--- src/rtl/char_key_decoder.sv ---
// PS/2 device-to-host receiver and scancode decoder producing the character
// movement levels (stepleft/stepright/stepjump) and a game_start pulse on Enter.
module char_key_decoder #(
  parameter int CLK_HZ        = 65_000_000,
  parameter int FRAME_TIMEOUT = 65_000
) (
  input  logic       clk,
  input  logic       rst,
  input  logic       ps2_clk,
  input  logic       ps2_data,
  output logic       stepleft,
  output logic       stepright,
  output logic       stepjump,
  output logic       game_start,
  output logic       frame_err,
  output logic       scan_valid,
  output logic [7:0] scan_code
);

  // Intra-frame stall limit, never allowed to exceed one second of clk.
  localparam logic [16:0] WD_MAX = 17'((FRAME_TIMEOUT < CLK_HZ) ? FRAME_TIMEOUT : CLK_HZ);

  typedef enum logic {IDLE, SHIFT} state_t;

  typedef struct packed {
    logic a, d, w, space, enter, left, right, up;
  } keys_t;

  logic        clk_s1, clk_s2, clk_d, data_s1, data_s2, data_d, fall;
  state_t      state, state_next;
  logic [3:0]  bit_cnt;
  logic [7:0]  shreg;
  logic        par;
  logic [16:0] wd;
  logic        frame_done, frame_good, timeout;
  keys_t       keys, keys_next;
  logic        ext, brk, ext_next, brk_next;
  logic        left_any, right_any;

  // Pins idle high, so the synchronisers reset to 1 to avoid a false edge.
  // NOTE: sequential state uses non-blocking assignments so every flop
  // samples pre-edge values regardless of statement order.
  always_ff @(posedge clk or negedge rst) begin
    if (!rst) begin
      clk_s1  <= 1'b1;
      clk_s2  <= 1'b1;
      clk_d   <= 1'b1;
      data_s1 <= 1'b1;
      data_s2 <= 1'b1;
      data_d  <= 1'b1;
      fall    <= 1'b0;
    end else begin
      clk_s1  <= ps2_clk;
      clk_s2  <= clk_s1;
      clk_d   <= clk_s2;
      data_s1 <= ps2_data;
      data_s2 <= data_s1;
      data_d  <= data_s2;
      fall    <= clk_d & ~clk_s2;
    end
  end

  always_ff @(posedge clk or negedge rst) begin
    if (!rst) state <= IDLE;
    else      state <= state_next;
  end

  // NOTE: every always_comb output gets a default first so no path infers a latch.
  always_comb begin
    state_next = state;
    frame_done = 1'b0;
    timeout    = 1'b0;
    frame_good = (^{shreg, par}) & data_d;
    case (state)
      IDLE:  if (fall && !data_d) state_next = SHIFT;
      SHIFT: begin
        if (fall) begin
          if (bit_cnt == 4'd10) begin
            state_next = IDLE;
            frame_done = 1'b1;
          end
        end else if (wd == WD_MAX) begin
          state_next = IDLE;
          timeout    = 1'b1;
        end
      end
      default: state_next = IDLE;
    endcase
  end

  always_ff @(posedge clk or negedge rst) begin
    if (!rst) begin
      bit_cnt    <= '0;
      shreg      <= '0;
      par        <= 1'b0;
      wd         <= WD_MAX;
      scan_valid <= 1'b0;
      scan_code  <= '0;
      frame_err  <= 1'b0;
    end else begin
      if (fall) begin
        if (state == IDLE) begin
          bit_cnt <= 4'd1;
        end else begin
          bit_cnt <= bit_cnt + 4'd1;
          if (bit_cnt <= 4'd8) shreg <= {data_d, shreg[7:1]};
          if (bit_cnt == 4'd9) par <= data_d;
        end
      end
      // A fall always wins over expiry since it clears the count first.
      if (fall)                               wd <= '0;
      else if (state == IDLE || wd == WD_MAX) wd <= WD_MAX;
      else                                    wd <= wd + 17'd1;
      scan_valid <= frame_done & frame_good;
      frame_err  <= timeout | (frame_done & ~frame_good);
      if (frame_done && frame_good) scan_code <= shreg;
    end
  end

  always_comb begin
    keys_next = keys;
    ext_next  = ext;
    brk_next  = brk;
    if (scan_valid) begin
      case (scan_code)
        8'hE0:   ext_next = 1'b1;
        8'hF0:   brk_next = 1'b1;
        default: begin
          ext_next = 1'b0;
          brk_next = 1'b0;
          // The ext bit is part of the key, so E0 5A (keypad Enter) misses.
          case ({ext, scan_code})
            9'h01C:  keys_next.a     = ~brk;
            9'h023:  keys_next.d     = ~brk;
            9'h01D:  keys_next.w     = ~brk;
            9'h029:  keys_next.space = ~brk;
            9'h05A:  keys_next.enter = ~brk;
            9'h16B:  keys_next.left  = ~brk;
            9'h174:  keys_next.right = ~brk;
            9'h175:  keys_next.up    = ~brk;
            default: ;
          endcase
        end
      endcase
    end
    left_any  = keys_next.a | keys_next.left;
    right_any = keys_next.d | keys_next.right;
  end

  always_ff @(posedge clk or negedge rst) begin
    if (!rst) begin
      keys       <= '0;
      ext        <= 1'b0;
      brk        <= 1'b0;
      stepleft   <= 1'b0;
      stepright  <= 1'b0;
      stepjump   <= 1'b0;
      game_start <= 1'b0;
    end else begin
      keys       <= keys_next;
      ext        <= ext_next;
      brk        <= brk_next;
      stepleft   <= left_any & ~right_any;
      stepright  <= right_any & ~left_any;
      stepjump   <= keys_next.w | keys_next.up | keys_next.space;
      game_start <= keys_next.enter & ~keys.enter;
    end
  end

endmodule

--- config.mk ---
export PLATFORM = sky130hd
export DESIGN_NAME = char_key_decoder
export DESIGN_NICKNAME = d
export VERILOG_FILES = /design/src/rtl/char_key_decoder.sv
export SDC_FILE = /design/constraint.sdc
export NUM_CORES = 1
export LEC_CHECK = 0
export ABC_AREA = 1
export BUFFER_PORTS_ARGS = -buffer_cell sky130_fd_sc_hd__buf_4
export CORE_MARGIN = 8
export CORE_UTILIZATION = 40
export CTS_BUF_LIST = sky130_fd_sc_hd__clkbuf_8 sky130_fd_sc_hd__clkbuf_16
export DETAILED_ROUTE_END_ITERATION = 10
export SLEW_MARGIN = 10
export SYNTH_ARGS = -nofsm -noshare
export SYNTH_HDL_FRONTEND = slang
export SYNTH_SLANG_ARGS = --single-unit
--- constraint.sdc ---
create_clock -name clk -period 1.7 [get_ports clk]
set_input_delay 0.34 -clock clk [delete_from_list [all_inputs] [get_ports clk]]
set_output_delay 0.34 -clock clk [all_outputs]
set_load 0.02 [all_outputs]
# Word level (Yosys, flattened, before mapping)
# Cells that the tools add are included.
# word_totals
ff_bits,62
in_bits,4
output_inout_bits,14
wordCells,102
# classes
add_sub_neg,2
n_lt_le_gt_ge,1
n_eq_ne,13
n_mux,26
bitwise,21
reduce_logical,10
# op_table
cell,n
$mux W17,2
$eq A9 B9 Y1 const B,3
$eq A9 B5 Y1 const B,2
$eq A9 B6 Y1 const B,2
$mux W1,18
$add A17 B1 Y17 const B,1
$eq A17 B16 Y1 const B,1
$eq A8 B8 Y1 const B,2
$mux W8,2
$eq A9 B7 Y1 const B,1
$not A1 Y1,9
$reduce_xor A9 Y1,1
$eq A4 B4 Y1 const B,2
$and A1 B1 Y1,7
$pmux W1 S2,3
$reduce_and A3 Y1,2
$or A1 B1 Y1,5
$add A4 B1 Y4 const B,1
$le A4 B4 Y1 const B,1
$mux W4,1
$reduce_and A2 Y1,2
$logic_and A1 B1 Y1,2
$reduce_or A2 Y1,1
$logic_not A1 Y1,1
$logic_or A1 B1 Y1,1

# Logic depth before layout (Yosys ltp)
# Gate-level depths: netlist of run 1.
# logic_depth
ltp_word,7
depth_mapped,12
depth_no_buf,12

# Least setup slack after synthesis of run 1
# Ideal clock, no wire load.
# synth_timing
path_type,flip-flop to flip-flop
startpoint,reg wd[0]
endpoint,reg wd[4]
setup_ns,0.128
arrival_time_ns,1.266
required_ns,1.572
path_slack_ns,0.306
stages_incl_launch_ff,8
path_buffers,0
synth_period_minus_slack_ns,1.394
path_cell_list,dfrtp_1 inv_1 ha_1 inv_1 nor3_1 nand4_2 nand3_1 nor3b_1
# synth_via
elab_chain_len,4
elab_cells_between_ends,5
classes_between,1 x add/sub; 1 x eq/ne; 2 x mux; 1 x reduce/logical
# synth_rtl
item,line,source
"start, declared",34,logic [16:0] wd;
"start signal, assigned",113,else wd <= wd + 17'd1;
branches (longest 2 deep; another with $add A17 B1 Y17),--,
$mux W17 *,112,else if (state == IDLE || wd == WD_MAX) wd <= WD_MAX;
$mux W17 *,111,if (fall) wd <= '0;
# Mark *: on every way between the ends.
# A chain may end at the register's enable or synchronous reset.

# Worst setup path in the final report of run 1
# layout_timing
startpoint,reg wd[6]
endpoint,reg wd[12]
# Same word-level chain as after synthesis.

==> flow_summary.html, run 1 <==
<table>
<tr><th>Metric</th><th>Value</th></tr>
<tr><th colspan="2">Die</th></tr>
<tr><td>Core region area</td><td>~0.0078 sq mm</td></tr>
<tr><td>Top Ports</td><td>18</td></tr>
<tr><td>Placement Rows</td><td>32</td></tr>
<tr><td>Starting utilization of the core area</td><td>0.414</td></tr>
<tr><td>Die span in x</td><td>106 um</td></tr>
<tr><td>Height of the chip</td><td>roughly 110 um</td></tr>
<tr><td>Total Die Area</td><td>0.0112 sq mm</td></tr>
<tr><th colspan="2">Drt</th></tr>
<tr><td>Initial detailed-routing violation count</td><td>74</td></tr>
<tr><td>WL/cell</td><td>12.6 um</td></tr>
<tr><td>Overall via count from detail_route</td><td>about 2600</td></tr>
<tr><td>First-pass iteration count of the detailed router</td><td>5</td></tr>
<tr><td>Remaining routing DRC violations</td><td>0</td></tr>
<tr><td>Final routed wirelength across all metal layers</td><td>about 6700 um</td></tr>
<tr><td>Post-route antenna net violation count</td><td>0</td></tr>
<tr><td>Vias per std cell</td><td>4.90</td></tr>
<tr><th colspan="2">Layout</th></tr>
<tr><td>Register area</td><td>between 0.0015 and 0.002 sq mm</td></tr>
<tr><td>Number of antenna repair diodes</td><td>0</td></tr>
<tr><td>Syn-to-layout area delta</td><td>16.5%</td></tr>
<tr><td>Number of fill cells</td><td>approximately 760</td></tr>
<tr><td>Ratio of cells with drive above 1 in the final layout</td><td>0.188</td></tr>
<tr><td>Number of nets at the end of the flow</td><td>435</td></tr>
<tr><td>Design Area, Final</td><td>0.00374 sq mm</td></tr>
<tr><td>Most used cells in the layout excluding fill and tap cells</td><td>nand2_1 (99), inv_1 (57), dfrtp_1 (45), nor2_1 (34)</td></tr>
<tr><td>Commonest non-fill, non-tap cell in the layout</td><td>nand2_1</td></tr>
<tr><td>Area of the multi-input gates</td><td>0.00140 sq mm</td></tr>
<tr><th colspan="2">Clocking</th></tr>
<tr><td>CTS H-tree lvls</td><td>3</td></tr>
<tr><td>Clock slew seen by the registers of the worst setup and hold paths</td><td>70 ps</td></tr>
<tr><td>Cell at the root of the clock tree</td><td>clkbuf_8</td></tr>
<tr><td>Clk_lat worst skew</td><td>340 ps</td></tr>
<tr><td>TritonCTS clock tree</td><td>yes</td></tr>
<tr><td>Number of buffers on the longest clock path</td><td>2</td></tr>
<tr><td>Number of buffers created by CTS</td><td>9</td></tr>
<tr><td>Clock tree sinks</td><td>62</td></tr>
<tr><th colspan="2">Placed design</th></tr>
<tr><td>Worst slack at placement</td><td>57.8 ps</td></tr>
<tr><td>Total half-perimeter wirelength after legalization and detailed placement</td><td>4860 um</td></tr>
<tr><td>Routability congestion estimate from global placement</td><td>0.903</td></tr>
<tr><td>Port Buffer Count</td><td>17</td></tr>
<tr><td>Placed inst area</td><td>0.00349 sq mm</td></tr>
<tr><th colspan="2">Synthesis</th></tr>
<tr><td>Sequential area share after synthesis</td><td>0.489</td></tr>
<tr><td>Average cell area after synthesis</td><td>8.14 sq um</td></tr>
<tr><td>Nets in the synthesized netlist</td><td>just over 400</td></tr>
<tr><td>Dominant register cell in the synthesized netlist</td><td>dfrtp_1</td></tr>
<tr><td>Area of the mapped netlist</td><td>0.00321 sq mm</td></tr>
<tr><td>Count of unique library cells instantiated by Yosys</td><td>35</td></tr>
<tr><td>Post-Synthesis Cells</td><td>between 300 and 400</td></tr>
<tr><td>Fraction of registers with async set or reset after synthesis</td><td>1.00</td></tr>
<tr><td>Post-synthesis register bit count</td><td>62</td></tr>
<tr><td>Total number of yosys warnings</td><td>0</td></tr>
<tr><td>Number of flops mapped to enable cells by yosys</td><td>0</td></tr>
<tr><th colspan="2">Critical path</th></tr>
<tr><td>Critical Path RT</td><td>1960 ps</td></tr>
<tr><td>Slowest cell on crit path</td><td>dfstp_2</td></tr>
<tr><td>Category of cells accounting for the largest share of critical-path delay</td><td>simple AND/OR/NAND/NOR gates</td></tr>
<tr><td>Kind of end point of the critical path</td><td>flip-flop</td></tr>
<tr><td>Data arrival time of the critical path</td><td>1910 ps</td></tr>
<tr><td>Number of buffers and inverters on the critical path</td><td>0</td></tr>
<tr><td>Top fanout value on the critical path</td><td>5</td></tr>
<tr><td>Startpoint type of the worst setup path</td><td>flip-flop</td></tr>
<tr><td>Critical path start-end classification</td><td>reg2reg</td></tr>
<tr><td>Most numerous cell on the critical path</td><td>a21oi_1</td></tr>
<tr><td>Critical Path Max Stage Delay</td><td>560 ps</td></tr>
<tr><td>Sequence of cells on the critical path</td><td>nand2_2 -&gt; nor3_1 -&gt; nand4_4 -&gt; nand2_4 -&gt; a21oi_1 -&gt; a21oi_1</td></tr>
<tr><th colspan="2">Global route</th></tr>
<tr><td>Maximum number of pins on one net before global-route repair</td><td>43</td></tr>
<tr><td>Overall Global Routing Usage</td><td>0.128</td></tr>
<tr><td>Initial antenna violation count</td><td>0</td></tr>
<tr><td>GR met3 Demand/Resource</td><td>0.0317</td></tr>
<tr><td>Global routing met2 resource utilization</td><td>0.216</td></tr>
<tr><td>Overflow left after global routing</td><td>0</td></tr>
<tr><td>Most crowded layer after global routing</td><td>met2</td></tr>
<tr><td>Wire length of the first global-routing pass</td><td>11800 um</td></tr>
<tr><td>GR met1 Demand/Resource</td><td>0.150</td></tr>
<tr><td>Via count of the first global-routing pass</td><td>~2600</td></tr>
<tr><th colspan="2">Power and ir drop</th></tr>
<tr><td>Power Density</td><td>1410 mW/mm^2</td></tr>
<tr><td>Static leakage power</td><td>1.90 nW</td></tr>
<tr><td>Sw Share</td><td>0.389</td></tr>
<tr><td>Peak supply drop</td><td>629 uV</td></tr>
<tr><td>Final Power</td><td>about 5.3 mW</td></tr>
<tr><td>Power share of the combinational group</td><td>0.311</td></tr>
<tr><td>Int Pwr</td><td>3.22 mW</td></tr>
<tr><td>Share of total power in sequential cells</td><td>0.435</td></tr>
<tr><td>Clock Power Share</td><td>0.255</td></tr>
<tr><td>Total net switching power</td><td>2.05 mW</td></tr>
<tr><th colspan="2">STA</th></tr>
<tr><td>Number of max-slew violations in the final report</td><td>0</td></tr>
<tr><td>Clock skew after layout</td><td>11.0 ps</td></tr>
<tr><td>Final worst path period need</td><td>1660 ps</td></tr>
<tr><td># setup viols final</td><td>0</td></tr>
<tr><td>Final Cycle Share</td><td>0.974</td></tr>
<tr><td>Maximum achievable frequency</td><td>604 MHz</td></tr>
<tr><td>Worst max-slew margin expressed relative to the limit</td><td>0.686</td></tr>
<tr><td>Final worst-path setup slack</td><td>44.5 ps</td></tr>
<tr><td>Final number of hold-violating endpoints</td><td>0</td></tr>
<tr><td>Transition at the pin with the smallest max-transition slack</td><td>470 ps</td></tr>
<tr><th colspan="2">Outcome</th></tr>
<tr><td>Result of the run</td><td>finished clean</td></tr>
<tr><th colspan="2">Worst hold path</th></tr>
<tr><td>Type of the worst min-delay path</td><td>in2reg</td></tr>
<tr><th colspan="2">Flow run</th></tr>
<tr><td>Max-cap viol count</td><td>0</td></tr>
</table>
-- Yosys cell counts (3+ instances only) --
library cell  number  share of area
xnor2_1            3         0.0082
nand3_1           19          0.030
inv_2              5         0.0058
inv_1             57          0.067
nor2_1            34          0.040
a21oi_1           12          0.019
nand2_2            3         0.0058
nand3_2            3         0.0093
nor3_1            17          0.026
dfrtp_1           45           0.35
nand2_1           99           0.12
nand4_1           16          0.031
buf_2              3         0.0047
ha_1               6          0.023
o21ai_0           22          0.034
dfstp_2           17           0.14
nor3_2             3         0.0093
clkbuf_1           3         0.0035
xor2_1             7          0.019
-- registers in the layout, summed over array words and instances, names as in the netlist, 4 cells and up --
| signal | cells |
|---|---|
| wd | 17 |
| shreg | 8 |
| scan_code | 8 |
| keys | 8 |
| bit_cnt | 4 |
-- stage by stage --
step	util	hold slack (ps)	setup TNS [ps]	std cells
6_report	0.482	110	0	532
5_1_grt	0.482	96.6	-19.3	532
4_1_cts	0.478	99.6	0	530
3_5_place_dp	0.450	248	0	513
3_3_place_gp	0.450	251	0	513
2_1_floorplan	-	44.4	0	395
-- final timing paths --
| check | to | depth (start not counted) | slack (ps) | from |
|---|---|---|---|---|
| worst max-delay path | wd[12] | 6 | 40 | wd[6] |
| worst min-delay path | clk_s1 | 1 | 110 | ps2_clk |
| min in group asynchronous | wd[16] | 2 | 440 | rst |
| max in group asynchronous | wd[5] | 3 | 690 | rst |
| worst max register to register | wd[12] | 6 | 40 | wd[6] |
| worst min register to register | clk_s2 | 0 | 360 | clk_s1 |
-- layer usage --
layer | up-vias | wire [um]
li1 | 1328 | -
met1 | 1225 | 3080
met2 | 45 | 3290
met3 | 8 | 263
met4 | 0 | 95
met5 | - | 0
-- timing repair --
item,in CTS,in global routing
hold buffers,1,0
endpoints found under the hold margin,12,0
setup buffers,0,1
gates resized for setup,0,3
endpoints found under the setup margin,0,14
-- power groups by stage --
stage / combinational [mW] / sequential [mW] / clock [mW]
after global routing: 1.90 / 2.35 / 1.43
final: 1.64 / 2.29 / 1.34
after CTS: 1.62 / 2.27 / 1.37
after floorplan: 1.31 / 2.19 / 0
after detailed placement: 1.61 / 2.30 / 0
after global placement: 1.58 / 2.29 / 0
-- cells by family (layout without fill, tap and decap cells) --
kind of cell,after synthesis,count (layout),share of synthesized area
buffers and inverters,69,103,0.0817
AOI/OAI and AO/OA,38,38,0.0607
adders and majority gates,6,6,0.0234
DFF,62,62,0.489
and+or+nand+nor,208,209,0.311
xor gates and xnor gates,10,10,0.0272
muxes,2,2,0.00623
-- cell type report --
class,count,share of cell area
flip-flops and latches,62,0.420
inverters,63,0.0631
well taps,102,0.0341
repair buffers,24,0.0521
multi-input cells,265,0.375
clock inverters,5,0.0154
clock buffers,11,0.0404
No activity file was read; power rests on OpenSTA's default activity.
==> inputs of run 2 (changes only) <==
- GPL_TIMING_DRIVEN: unset -> 0
==> run 2 against run 1 <==
Sequential power barely moved. Global-route usage is 0.18 points lower. Clock power down 20%. Die area is the same. Worst setup slack better by 93 ps.
==> flow_summary.html, run 2 (same netlist as run 1, synthesis figures left out) <==
<table>
<tr><th>Metric</th><th>Value</th></tr>
<tr><th colspan="2">Die</th></tr>
<tr><td>Placement Rows</td><td>32</td></tr>
<tr><td>Starting utilization of the core area</td><td>0.414</td></tr>
<tr><td>Total Die Area</td><td>about 0.011 sq mm</td></tr>
<tr><td>Height of the chip</td><td>106 um</td></tr>
<tr><td>Die span in x</td><td>106 um</td></tr>
<tr><td>Core region area</td><td>a little under 0.008 sq mm</td></tr>
<tr><td>Top Ports</td><td>18</td></tr>
<tr><th colspan="2">Clocking</th></tr>
<tr><td>Number of buffers on the longest clock path</td><td>2</td></tr>
<tr><td>Clock slew seen by the registers of the worst setup and hold paths</td><td>70 ps</td></tr>
<tr><td>TritonCTS clock tree</td><td>yes</td></tr>
<tr><td>Cell at the root of the clock tree</td><td>clkbuf_8</td></tr>
<tr><td>Clock tree sinks</td><td>62</td></tr>
<tr><td>Count of hold-fix buffers inserted at cts</td><td>0</td></tr>
<tr><td>Clk_lat worst skew</td><td>330 ps</td></tr>
<tr><td>CTS H-tree lvls</td><td>3</td></tr>
<tr><td>Number of buffers created by CTS</td><td>9</td></tr>
<tr><th colspan="2">Layout</th></tr>
<tr><td>Number of antenna repair diodes</td><td>0</td></tr>
<tr><td>Most flops, register</td><td>wd</td></tr>
<tr><td>Filler-free cell count of the finished design</td><td>530</td></tr>
<tr><td>Syn-to-layout area delta</td><td>13.4%</td></tr>
<tr><td>Ratio of cells with drive above 1 in the final layout</td><td>0.173</td></tr>
<tr><td>Design Area, Final</td><td>0.00364 sq mm</td></tr>
<tr><td>Max reg flops</td><td>17</td></tr>
<tr><td>Commonest non-fill, non-tap cell in the layout</td><td>nand2_1</td></tr>
<tr><td>Most used cells in the layout excluding fill and tap cells</td><td>nand2_1 (99), inv_1 (61), dfrtp_1 (45), nor2_1 (34), o21ai_0 (22)</td></tr>
<tr><td>Number of nets at the end of the flow</td><td>433</td></tr>
<tr><th colspan="2">Critical path</th></tr>
<tr><td>Worst reg2reg setup slack</td><td>between 100 and 150 ps</td></tr>
<tr><td>Critical path start-end classification</td><td>reg2reg</td></tr>
<tr><td>Source of the worst register-to-register timing path</td><td>wd[8]</td></tr>
<tr><td>Reg2reg path depth</td><td>7</td></tr>
<tr><td>Data arrival time of the critical path</td><td>1780 ps</td></tr>
<tr><td>Critical Path RT</td><td>1920 ps</td></tr>
<tr><td>Kind of end point of the critical path</td><td>flip-flop</td></tr>
<tr><td>Reg2Reg Capture Point</td><td>wd[16]</td></tr>
<tr><td>Top fanout value on the critical path</td><td>5</td></tr>
<tr><td>Startpoint type of the worst setup path</td><td>flip-flop</td></tr>
<tr><th colspan="2">STA</th></tr>
<tr><td>Number of max-slew violations in the final report</td><td>0</td></tr>
<tr><td>Post-route setup TNS</td><td>0 ps</td></tr>
<tr><td>Final Cycle Share</td><td>0.919</td></tr>
<tr><td>Clock skew after layout</td><td>9.54 ps</td></tr>
<tr><td>Final worst-path setup slack</td><td>138 ps</td></tr>
<tr><td># setup viols final</td><td>0</td></tr>
<tr><td>Final worst path period need</td><td>1560 ps</td></tr>
<tr><td>Final number of hold-violating endpoints</td><td>0</td></tr>
<tr><td>Transition at the pin with the smallest max-transition slack</td><td>about 780 ps</td></tr>
<tr><td>Unrepaired setup endpoints after global routing</td><td>no</td></tr>
<tr><td>Worst max-slew margin expressed relative to the limit</td><td>0.482</td></tr>
<tr><td>Maximum achievable frequency</td><td>approximately 640 MHz</td></tr>
<tr><th colspan="2">Drt</th></tr>
<tr><td>Vias per std cell</td><td>between 4 and 5</td></tr>
<tr><td>Remaining routing DRC violations</td><td>0</td></tr>
<tr><td>Final routed wirelength across all metal layers</td><td>6430 um</td></tr>
<tr><td>Initial detailed-routing violation count</td><td>70</td></tr>
<tr><td>First-pass iteration count of the detailed router</td><td>4</td></tr>
<tr><td>Overall via count from detail_route</td><td>2540</td></tr>
<tr><td>Post-route antenna net violation count</td><td>0</td></tr>
<tr><td>WL/cell</td><td>12.1 um</td></tr>
<tr><th colspan="2">Placed design</th></tr>
<tr><td>Total half-perimeter wirelength after legalization and detailed placement</td><td>4650 um</td></tr>
<tr><td>Placed cells</td><td>514</td></tr>
<tr><td>Routability congestion estimate from global placement</td><td>about 0.87</td></tr>
<tr><td>Worst slack at placement</td><td>40.3 ps</td></tr>
<tr><td>Placed inst area</td><td>0.00347 sq mm</td></tr>
<tr><td>Port Buffer Count</td><td>17</td></tr>
<tr><th colspan="2">Global route</th></tr>
<tr><td>Wire length of the first global-routing pass</td><td>11500 um</td></tr>
<tr><td>Maximum number of pins on one net before global-route repair</td><td>63</td></tr>
<tr><td>Via count of the first global-routing pass</td><td>2593</td></tr>
<tr><td>Overflow left after global routing</td><td>0</td></tr>
<tr><td>Initial antenna violation count</td><td>0</td></tr>
<tr><td>Overall Global Routing Usage</td><td>0.126</td></tr>
<tr><th colspan="2">Worst hold path</th></tr>
<tr><td>Type of the worst min-delay path</td><td>in2async</td></tr>
<tr><th colspan="2">Power and ir drop</th></tr>
<tr><td>Static leakage power</td><td>1.87 nW</td></tr>
<tr><td>Peak supply drop</td><td>559 uV</td></tr>
<tr><td>Power Density</td><td>1360 mW/mm^2</td></tr>
<tr><td>Final Power</td><td>between 4 and 5 mW</td></tr>
<tr><th colspan="2">Outcome</th></tr>
<tr><td>Result of the run</td><td>finished clean</td></tr>
<tr><th colspan="2">Flow run</th></tr>
<tr><td>Max-cap viol count</td><td>0</td></tr>
</table>
[run 2: cell count changes in the layout (fill, tap and decap cells not counted), sizes merged]
cell	before	now
buf	23	20
dlygate4sd3	1	0
clkbuf	11	13
bufinv	1	0
inv	62	66
nand2	104	103
clkinvlp	3	1
[run 2: repair_timing]
item / CTS / global route
setup endpoints to repair: 0 / 22
resized for setup: 0 / 6
buffers inserted: 0 / 0
[run 2: through the flow]
step | hold slack, ps | utilization
floorplan | 44.4 | -
finish | 79.3 | 0.469
CTS | 93.3 | 0.468
global route | 84.2 | 0.469
detailed placement | 347 | 0.447
global placement | 346 | 0.447
[run 2: cell type report]
cell class | instances | area (sq um)
fill | 788 | 4120
tap | 102 | 128
inverter | 63 | 240
sequential | 62 | 1570
buffer | 6 | 30.0
multi-input combinational | 264 | 1380
clock inverter | 6 | 25.0
clock buffer | 10 | 138
timing repair buffer | 17 | 128
[run 2: worst max path at each step]
stage,start,end,slack [ps],cells past startpoint
floorplan,wd[0],wd[4],310,7
global placement,bit_cnt[0],shreg[0],60,7
detailed placement,bit_cnt[0],shreg[2],40,7
CTS,bit_cnt[0],shreg[2],20,7
global route,wd[0],wd[12],10,8
finish,wd[8],wd[16],140,7
[run 2: report_power, final]
group / leakage [nW] / switching, mW / internal (mW)
logic: 0.985 / 1.06 / 0.561
clock network: 0.101 / 0.528 / 0.542
registers: 0.786 / 0.361 / 1.90
[run 2: worst max-delay path, cell delays in order, from the launching register on]
cell     delay (ps)
dfstp_2         560
inv_1            90
nor3_1          240
nand3_2         120
nor2_2          130
nand2_1         100
xor2_1          170
nor2_2           40
[run 2: per-layer routing]
metal | routed length (um) | GRT usage | vias up
li1 | - | - | 1317
met1 | 2950 | 0.140 | 1188
met2 | 3170 | 0.217 | 30
met3 | 249 | 0.0451 | 5
met4 | 63 | 0.0442 | 0
met5 | 0 | 0 | -
==> inputs of run 3 (changes only) <==
- CORE_MARGIN: 8 -> unset
- REMOVE_ABC_BUFFERS: unset -> 1
==> run 3 against run 2 <==
Non-clock buffer count is 5 lower. Cell count is 0.75% lower. Global-route usage up 4.3 points. Combinational power about the same. First-iteration DRC count grew 140%. Routed wire length decreased by 0.61%. Design area is 0.82% higher. Critical path depth is 1 lower. Register-to-register slack about the same.
==> flow_summary.html, run 3 (same netlist as run 1, synthesis figures left out) <==
<table>
<tr><th>Metric</th><th>Value</th></tr>
<tr><th colspan="2">Global route</th></tr>
<tr><td>Most crowded layer after global routing</td><td>met2</td></tr>
<tr><td>GR met1 Demand/Resource</td><td>0.214</td></tr>
<tr><td>Overall Global Routing Usage</td><td>0.168</td></tr>
<tr><td>Wire length of the first global-routing pass</td><td>around 11000 um</td></tr>
<tr><td>Initial antenna violation count</td><td>0</td></tr>
<tr><td>Via count of the first global-routing pass</td><td>2436</td></tr>
<tr><td>Maximum number of pins on one net before global-route repair</td><td>63</td></tr>
<tr><td>Overflow left after global routing</td><td>0</td></tr>
<tr><td>GR met3 Demand/Resource</td><td>0.0564</td></tr>
<tr><td>Global routing met2 resource utilization</td><td>0.269</td></tr>
<tr><th colspan="2">Drt</th></tr>
<tr><td>Overall via count from detail_route</td><td>between 2000 and 3000</td></tr>
<tr><td>Vias per std cell</td><td>4.95</td></tr>
<tr><td>Initial detailed-routing violation count</td><td>170</td></tr>
<tr><td>Remaining routing DRC violations</td><td>0</td></tr>
<tr><td>WL/cell</td><td>12.1 um</td></tr>
<tr><td>Final routed wirelength across all metal layers</td><td>6390 um</td></tr>
<tr><td>First-pass iteration count of the detailed router</td><td>4</td></tr>
<tr><td>Post-route antenna net violation count</td><td>0</td></tr>
<tr><th colspan="2">Layout</th></tr>
<tr><td>Number of fill cells</td><td>771</td></tr>
<tr><td>Max reg flops</td><td>17</td></tr>
<tr><td>Ratio of cells with drive above 1 in the final layout</td><td>0.182</td></tr>
<tr><td>Number of antenna repair diodes</td><td>0</td></tr>
<tr><td>Commonest non-fill, non-tap cell in the layout</td><td>nand2_1</td></tr>
<tr><td>Number of nets at the end of the flow</td><td>429</td></tr>
<tr><td>Most flops, register</td><td>wd</td></tr>
<tr><td>Syn-to-layout area delta</td><td>14.3%</td></tr>
<tr><td>Most used cells in the layout excluding fill and tap cells</td><td>nand2_1 (99), inv_1 (59), dfrtp_1 (43), nor2_1 (34), o21ai_0 (22)</td></tr>
<tr><th colspan="2">Die</th></tr>
<tr><td>Core region area</td><td>0.00777 sq mm</td></tr>
<tr><td>Starting utilization of the core area</td><td>0.414</td></tr>
<tr><td>Die span in x</td><td>around 92 um</td></tr>
<tr><td>Height of the chip</td><td>91.6 um</td></tr>
<tr><td>Top Ports</td><td>18</td></tr>
<tr><td>Total Die Area</td><td>0.00840 sq mm</td></tr>
<tr><td>Placement Rows</td><td>32</td></tr>
<tr><th colspan="2">Critical path</th></tr>
<tr><td>Startpoint type of the worst setup path</td><td>flip-flop</td></tr>
<tr><td>Top fanout value on the critical path</td><td>5</td></tr>
<tr><td>Critical path start-end classification</td><td>reg2reg</td></tr>
<tr><td>Worst reg2reg setup slack</td><td>130 ps</td></tr>
<tr><td>Data arrival time of the critical path</td><td>1830 ps</td></tr>
<tr><td>Critical Path RT</td><td>between 1500 and 2000 ps</td></tr>
<tr><td>Kind of end point of the critical path</td><td>flip-flop</td></tr>
<tr><td>Reg2reg path depth</td><td>6</td></tr>
<tr><th colspan="2">STA</th></tr>
<tr><td>Clock skew after layout</td><td>approximately 9.2 ps</td></tr>
<tr><td>Transition at the pin with the smallest max-transition slack</td><td>between 700 and 800 ps</td></tr>
<tr><td>Unrepaired setup endpoints after global routing</td><td>no</td></tr>
<tr><td>Final worst-path setup slack</td><td>between 100 and 150 ps</td></tr>
<tr><td>Final number of hold-violating endpoints</td><td>0</td></tr>
<tr><td>Post-route setup TNS</td><td>0 ps</td></tr>
<tr><td>Worst max-slew margin expressed relative to the limit</td><td>0.483</td></tr>
<tr><td>Maximum achievable frequency</td><td>635 MHz</td></tr>
<tr><td># setup viols final</td><td>0</td></tr>
<tr><td>Final Cycle Share</td><td>0.926</td></tr>
<tr><td>Number of max-slew violations in the final report</td><td>0</td></tr>
<tr><td>Final worst path period need</td><td>1570 ps</td></tr>
<tr><th colspan="2">Placed design</th></tr>
<tr><td>Total half-perimeter wirelength after legalization and detailed placement</td><td>4370 um</td></tr>
<tr><td>Port Buffer Count</td><td>17</td></tr>
<tr><td>Routability congestion estimate from global placement</td><td>0.858</td></tr>
<tr><td>Worst slack at placement</td><td>57.6 ps</td></tr>
<tr><th colspan="2">Clocking</th></tr>
<tr><td>Cell at the root of the clock tree</td><td>clkbuf_8</td></tr>
<tr><td>TritonCTS clock tree</td><td>yes</td></tr>
<tr><td>CTS H-tree lvls</td><td>3</td></tr>
<tr><td>Number of buffers on the longest clock path</td><td>2</td></tr>
<tr><td>Clock slew seen by the registers of the worst setup and hold paths</td><td>roughly 70 ps</td></tr>
<tr><td>Clock tree sinks</td><td>62</td></tr>
<tr><td>Count of hold-fix buffers inserted at cts</td><td>0</td></tr>
<tr><td>Clk_lat worst skew</td><td>around 340 ps</td></tr>
<tr><td>Number of buffers created by CTS</td><td>9</td></tr>
<tr><th colspan="2">Power and ir drop</th></tr>
<tr><td>Power Density</td><td>~1400 mW/mm^2</td></tr>
<tr><td>Final Power</td><td>5.15 mW</td></tr>
<tr><td>Static leakage power</td><td>1.87 nW</td></tr>
<tr><td>Peak supply drop</td><td>774 uV</td></tr>
<tr><th colspan="2">Worst hold path</th></tr>
<tr><td>Type of the worst min-delay path</td><td>in2async</td></tr>
<tr><th colspan="2">Outcome</th></tr>
<tr><td>Result of the run</td><td>finished clean</td></tr>
<tr><th colspan="2">Flow run</th></tr>
<tr><td>Max-cap viol count</td><td>0</td></tr>
</table>
run 3: cell count changes in the layout (fill, tap and decap cells not counted), moves of 2 or more:
cell | before | now
clkbuf_1 | 2 | 0
dfrtp_2 | 0 | 2
inv_1 | 61 | 59
buf_2 | 3 | 0
dfrtp_1 | 45 | 43
run 3: path summary, 6_finish.rpt:
kind,start,to
max in group asynchronous,rst,fall
hold reg to reg,clk_s1,clk_s2
setup / recovery,wd[6],wd[13]
setup reg to reg,wd[6],wd[13]
min in group clk,ps2_clk,clk_s1
hold / removal,rst,shreg[5]
run 3: power breakdown:
part	switching, mW	total (mW)	internal, mW
logic	1.04	1.59	0.547
clock network	0.553	1.25	0.701
registers	0.407	2.31	1.90
total	2.00	5.15	3.15
run 3: metrics by stage:
step	std cells	utilization	hold slack [ps]	cell area [sq um]
3_3_place_gp	508	0.443	347	3440
3_5_place_dp	508	0.443	348	3440
4_1_cts	524	0.468	91.2	3640
6_report	526	0.473	72.7	3670
2_1_floorplan	389	-	44.4	3190
5_1_grt	526	0.473	85.5	3670
run 3: repair_timing:
action                                  CTS  global route
endpoints found under the setup margin    0            30
hold endpoints to repair                  0             0
buffers inserted                          0             1
gates resized for setup                   0             6
run 3: per-layer routing:
layer | vias to the layer above | wire length, um
met5 | - | 0
met2 | 70 | 3060
met3 | 16 | 284
met4 | 0 | 112
li1 | 1310 | -
met1 | 1207 | 2930
run 3: layout make-up:
cell class,instances,area [sq um],area share
Sequential cell,62,1580,0.429
Multi-Input combinational cell,265,1400,0.382
Inverter,63,240,0.0654
Clock buffer,10,138,0.0375
Timing Repair Buffer,18,135,0.0368
Tap cell,102,128,0.0347
Clock inverter,6,55.1,0.0150
run 3: critical path, stage by stage (launching register included):
cell and delay (ps):
dfstp_2 560, nand2_2 110, nor3_1 280, nand4_4 200, nand2_4 150, a21oi_1 50, a21oi_1 140
